==> src/rtl/ysyx_mc_ctrl.sv <==
// ysyx_mc_ctrl: multi-cycle sequencer for the NPC core (fetch -> execute -> [mem] -> writeback).
// Latency: 4 cycles per ALU/branch/CSR instruction, 6 per load/store on a zero-wait bus; every bus wait cycle adds one.
// Backpressure: requests are held until ready; a REQ/WAIT state stuck for TIMEOUT_CYCLES cycles trips the watchdog into HALT.
//
// Ports:
//   clk, rst                         core clock, asynchronous active-high reset
//   ifu_req_* / ifu_rsp_*            fetch handshake; ifu_rsp_data is latched into inst
//   is_load, is_store, halt_req      decode results, sampled in EX
//   lsu_req_* / lsu_rsp_valid        memory handshake; lsu_req_we = 1 for stores
//   load_data_en                     capture strobe for the WB load-data register
//   pc_we, rf_we_en, csr_we_en       writeback strobes (single cycle, WB state)
//   inst_retired                     one pulse per retired instruction
//   halted, timeout_err              sticky status, cleared only by reset
//   mcycle, minstret                 performance counters, only when YSYX_MC_PERF_EN is defined
//
// Build option: define YSYX_MC_PERF_EN to add the mcycle/minstret counters and ports.

module ysyx_mc_ctrl #(
  parameter int WIDTH          = 32,
  parameter int TIMEOUT_CYCLES = 255,
  parameter int CNT_WIDTH      = 64
) (
  input  logic                 clk,
  input  logic                 rst,
  output logic                 ifu_req_valid,
  input  logic                 ifu_req_ready,
  input  logic                 ifu_rsp_valid,
  input  logic [WIDTH-1:0]     ifu_rsp_data,
  output logic [WIDTH-1:0]     inst,
  input  logic                 is_load,
  input  logic                 is_store,
  input  logic                 halt_req,
  output logic                 lsu_req_valid,
  output logic                 lsu_req_we,
  input  logic                 lsu_req_ready,
  input  logic                 lsu_rsp_valid,
  output logic                 load_data_en,
  output logic                 pc_we,
  output logic                 rf_we_en,
  output logic                 csr_we_en,
  output logic                 inst_retired,
  output logic                 halted,
  output logic                 timeout_err
`ifdef YSYX_MC_PERF_EN
  ,
  output logic [CNT_WIDTH-1:0] mcycle,
  output logic [CNT_WIDTH-1:0] minstret
`endif
);

  // Watchdog only has to reach TIMEOUT_CYCLES-1 before the FSM leaves the state.
  localparam int WD_W = (TIMEOUT_CYCLES > 1) ? $clog2(TIMEOUT_CYCLES) : 1;

  typedef enum logic [2:0] {
    S_IF_REQ,
    S_IF_WAIT,
    S_EX,
    S_LS_REQ,
    S_LS_WAIT,
    S_WB,
    S_HALT
  } state_e;

  state_e            state_q, state_d;
  logic [WIDTH-1:0]  inst_q, inst_d;
  logic              halted_q, halted_d;
  logic              timeout_q, timeout_d;
  logic              is_load_q, is_load_d;
  logic              is_store_q, is_store_d;
  logic [WD_W-1:0]   wd_q, wd_d;
  logic              wd_expired;
  logic              in_bus_state;

  assign wd_expired   = (wd_q == WD_W'(TIMEOUT_CYCLES - 1));
  assign in_bus_state = (state_q == S_IF_REQ) || (state_q == S_IF_WAIT) ||
                        (state_q == S_LS_REQ) || (state_q == S_LS_WAIT);

  always_comb begin
    state_d    = state_q;
    inst_d     = inst_q;
    halted_d   = halted_q;
    timeout_d  = timeout_q;
    is_load_d  = is_load_q;
    is_store_d = is_store_q;

    // In every bus state the exit condition is tested before expiry, so an
    // accept/response arriving on the last allowed cycle still proceeds.
    case (state_q)
      S_IF_REQ: begin
        if (ifu_req_ready) begin
          state_d = S_IF_WAIT;
        end else if (wd_expired) begin
          timeout_d = 1'b1;
          state_d   = S_HALT;
        end
      end
      S_IF_WAIT: begin
        if (ifu_rsp_valid) begin
          inst_d  = ifu_rsp_data;
          state_d = S_EX;
        end else if (wd_expired) begin
          timeout_d = 1'b1;
          state_d   = S_HALT;
        end
      end
      S_EX: begin
        // Decode flags are captured so the memory-phase outputs stay pure
        // functions of registered state.
        is_load_d  = is_load;
        is_store_d = is_store;
        if (halt_req) begin
          halted_d = 1'b1;
          state_d  = S_HALT;
        end else if (is_load || is_store) begin
          state_d = S_LS_REQ;
        end else begin
          state_d = S_WB;
        end
      end
      S_LS_REQ: begin
        if (lsu_req_ready) begin
          state_d = S_LS_WAIT;
        end else if (wd_expired) begin
          timeout_d = 1'b1;
          state_d   = S_HALT;
        end
      end
      S_LS_WAIT: begin
        if (lsu_rsp_valid) begin
          state_d = S_WB;
        end else if (wd_expired) begin
          timeout_d = 1'b1;
          state_d   = S_HALT;
        end
      end
      S_WB:    state_d = S_IF_REQ;
      S_HALT:  state_d = S_HALT;
      default: state_d = S_IF_REQ;
    endcase

    // Watchdog restarts on every state change and idles outside bus states.
    if ((state_d != state_q) || !in_bus_state) begin
      wd_d = '0;
    end else begin
      wd_d = wd_q + 1'b1;
    end
  end

  always_ff @(posedge clk or posedge rst) begin
    if (rst) begin
      state_q    <= S_IF_REQ;
      inst_q     <= '0;
      halted_q   <= 1'b0;
      timeout_q  <= 1'b0;
      is_load_q  <= 1'b0;
      is_store_q <= 1'b0;
      wd_q       <= '0;
    end else begin
      state_q    <= state_d;
      inst_q     <= inst_d;
      halted_q   <= halted_d;
      timeout_q  <= timeout_d;
      is_load_q  <= is_load_d;
      is_store_q <= is_store_d;
      wd_q       <= wd_d;
    end
  end

  assign ifu_req_valid = (state_q == S_IF_REQ);
  assign inst          = inst_q;
  assign lsu_req_valid = (state_q == S_LS_REQ);
  assign lsu_req_we    = (state_q == S_LS_REQ) && is_store_q;
  // Load data exists on the bus only in the response cycle, so the capture
  // strobe is qualified by lsu_rsp_valid; everything else is state-decoded.
  assign load_data_en  = (state_q == S_LS_WAIT) && is_load_q && lsu_rsp_valid;
  assign pc_we         = (state_q == S_WB);
  assign rf_we_en      = (state_q == S_WB);
  assign csr_we_en     = (state_q == S_WB);
  assign inst_retired  = (state_q == S_WB);
  assign halted        = halted_q;
  assign timeout_err   = timeout_q;

`ifdef YSYX_MC_PERF_EN
  logic [CNT_WIDTH-1:0] mcycle_q, mcycle_d;
  logic [CNT_WIDTH-1:0] minstret_q, minstret_d;

  always_comb begin
    mcycle_d   = mcycle_q;
    minstret_d = minstret_q;
    if (state_q != S_HALT) mcycle_d = mcycle_q + CNT_WIDTH'(1);
    if (state_q == S_WB)   minstret_d = minstret_q + CNT_WIDTH'(1);
  end

  always_ff @(posedge clk or posedge rst) begin
    if (rst) begin
      mcycle_q   <= '0;
      minstret_q <= '0;
    end else begin
      mcycle_q   <= mcycle_d;
      minstret_q <= minstret_d;
    end
  end

  assign mcycle   = mcycle_q;
  assign minstret = minstret_q;
`endif

endmodule

==> config.mk <==
export PLATFORM = sky130hd
export DESIGN_NAME = ysyx_mc_ctrl
export DESIGN_NICKNAME = d
export VERILOG_FILES = /design/src/rtl/ysyx_mc_ctrl.sv
export SDC_FILE = /design/constraint.sdc
export NUM_CORES = 1
export LEC_CHECK = 0
export CORE_AREA = 2 2 71 73
export DETAILED_ROUTE_END_ITERATION = 12
export DIE_AREA = 0 0 73 75
export HOLD_SLACK_MARGIN = 0.05
export MAX_ROUTING_LAYER = met4
export PLACE_DENSITY = 0.89
export SLEW_MARGIN = 20
export SYNTH_ARGS = -nofsm -noshare
export SYNTH_HDL_FRONTEND = slang
export SYNTH_SLANG_ARGS = --single-unit
export TNS_END_PERCENT = 1
==> constraint.sdc <==
create_clock -name clk -period 3 [get_ports clk]
set_input_delay 0.75 -clock clk [delete_from_list [all_inputs] [get_ports clk]]
set_output_delay 0.75 -clock clk [all_outputs]
set_load 0.1 [all_outputs]
==> run metrics <==
result of the run finished, final reports clean; total clock buffers created by CTS 5; critical path endpoint category output pin; core utilization of the finished layout 0.6454; length in cells of the worst reg-to-reg path 6; launch instance of the worst min-delay path timeout_err$_DFFE_PP0P_; CP Data Required Time between 2000 and 2500 ps; DRT antenna net count 0; syn nets 214; Avg Synthesized Cell Area 12.59 um^2; GRT overflow 0; most repeated cell in the gate-level netlist after synthesis dfrtp_1; terminating pin of the worst hold path timeout_err$_DFFE_PP0P_; Die Area ~5500 um^2; via count of the first global-routing pass between 1500 and 2000; setup slack on the worst flop-to-flop path slightly above 1000 ps; initial core utilization 0.4617; number of distinct standard cells referenced by the synthesized netlist 39; final layout net count 294; Fin Setup TNS 0 ps; fraction of layout cells with a size suffix above 1 0.3889; number of logic stages on the critical path including buffering 3; Hold Path Class flop to flop; setup repair after global routing missed its margin false; critical path's slowest cell dfrtp_1; total routed wirelength ~4400 um; number of I/O pins 83; buffer depth of the longest clock path 2; Die Wd 73 um; signed area change from the synthesized netlist to the final layout 39.77%; ys async rst share 1.000; FP Rows 25; actual slew at the worst max-slew pin 579.5 ps; Post-CTS Repair Setup Buffers 0; series of cell instances along the critical path nor2b_1, and2_1, buf_4; Synth Cell Area 2152 um^2; count of buffers from port buffering 82; fraction of post-synthesis cell area in the top cell type by area 0.5465; number of remaining DRC errors 0; Reg-to-Reg Start state_q[2]$_DFF_PP0_; antenna violations before repair 0; last weighted congestion value of the routability-driven placer 0.8146; leading area contributor after synthesis dfrtp_1; Post-synth EDFFs 0; clock-pin slew on the worst setup and hold paths 90 ps; setup clock skew after layout roughly 4.2 ps; Root Buffer clkbuf_8; first-pass GRT wire length 7369 um; clock sinks 47; count of endpoints failing hold in the final timing report 0; kind of critical path flop to output pin; filler instances 359; Yosys warnings 0; dpl hpwl 3266 um; Mapped Cells 171; arrival time reported for the critical path endpoint 1760 ps; crit path buf inv count 1; core area 4661 um^2; worst hold path depth 1; clock latency at the later pin of the worst-skew pair around 290 ps; Fmax achieved around 0.40 GHz; drt pass-1 iters 4; top cells by area, synth dfrtp_1, mux2_2, nor2_1; fin cells 306; H-tree Lvls 2; part of the Yosys area used for sequential elements 0.5465; dominant delay contributor by cell family on the critical path flip-flops; global-route usage over all layers 0.1814; number of storage elements in the synthesis netlist 47; number of hold buffers added after cts 0; number of max-slew violations in the final report 0; DP Cell Count between 200 and 300; flip-flop and latch area 1176 um^2; CP max FO 16; area of the multi-input gates between 800 and 900 um^2; initial drt markers 39; Post-synth top flop dfrtp_1; minimum period implied by the final worst setup slack between 2000 and 3000 ps; routed vias 1585; crit-path max cell delay around 690 ps; CTS tree yes; detail-routed net length per standard cell 14.28 um; worst-case headroom to the max-slew limit 0.6137; die height approximately 75 um; post-route fraction of the period consumed by the critical path 0.8354; worst reg2reg path endpoint wd_q[5]$_DFF_PP0_; Ant. Diodes 0; Worst setup SP type flop; setup violators final 0; Avg Vias per Cell 5.180; number of maximum-capacitance violations 0; maximum number of pins on one net before global-route repair 48; post-CTS sizing 0; top cells by instance count after synthesis dfrtp_1, mux2_2, nor2_1
per-layer routing:
metal | global-route usage | wire (um) | vias up
li1 | - | - | 752
met2 | 0.3063 | 2325 | 53
met1 | 0.2130 | 1776 | 774
met3 | 0.04016 | 218 | 6
met4 | 0.06790 | 51 | 0
met5 | - | 0 | -
stage by stage:
step,hold slack [ps],instance area [um^2],setup slack [ps]
finish,477.0,3008,493.7
detailed placement,467.9,2913,521.1
global route,505.0,3008,353.2
global placement,457.3,2913,548.8
CTS,486.8,3008,465.4
floorplan,470.5,2157,46.31
cells in the final DEF (no fill, tap or decap), types with 3 or more instances in the layout:
cell type,instances
a21oi_1,5
and2_1,4
and3_4,3
buf_4,43
clkbuf_8,6
clkdlybuf4s50_1,40
dfrtp_1,47
mux2_2,34
nand2_1,5
nand3_1,4
nor2_1,15
o21ai_0,5
xor2_1,4
kinds of logic after synthesis:
kind of cell             after synthesis  share of synthesized area
multiplexers                          35                     0.1826
AND/OR/NAND/NOR                       46                     0.1256
AO/OA/AOI/OAI                         21                    0.07326
buffers and inverters                 15                    0.04011
adder cells (fa/ha/maj)                2                    0.01163
flip-flops                            47                     0.5465
XOR/XNOR                               5                    0.02035
worst max path at each step:
| stage | endpoint | start |
|---|---|---|
| 3_3_place_gp | load_data_en | lsu_rsp_valid |
| 5_1_grt | csr_we_en | state_q[2]$_DFF_PP0_ |
| 3_5_place_dp | load_data_en | lsu_rsp_valid |
| 4_1_cts | csr_we_en | state_q[2]$_DFF_PP0_ |
| 6_report | csr_we_en | state_q[2]$_DFF_PP0_ |
| 2_1_floorplan | inst_retired | state_q[2]$_DFF_PP0_ |
registers in the layout (all words and copies together) (netlist names):
register / flops
state_q: 3
halted: 1
timeout_err: 1
is_load_q: 1
is_store_q: 1
wd_q: 8
inst: 32
cell type report:
class / instances / share of cell area
Sequential cell: 47 / 0.3910
Multi-Input combinational cell: 109 / 0.2974
Timing Repair Buffer: 85 / 0.2537
Clock buffer: 7 / 0.02870
Tap cell: 54 / 0.02246
Inverter: 3 / 0.003744
Clock inverter: 1 / 0.002912
Power is not shown: default switching activity piles up to over one toggle a cycle in this logic, so the estimate is an artifact.
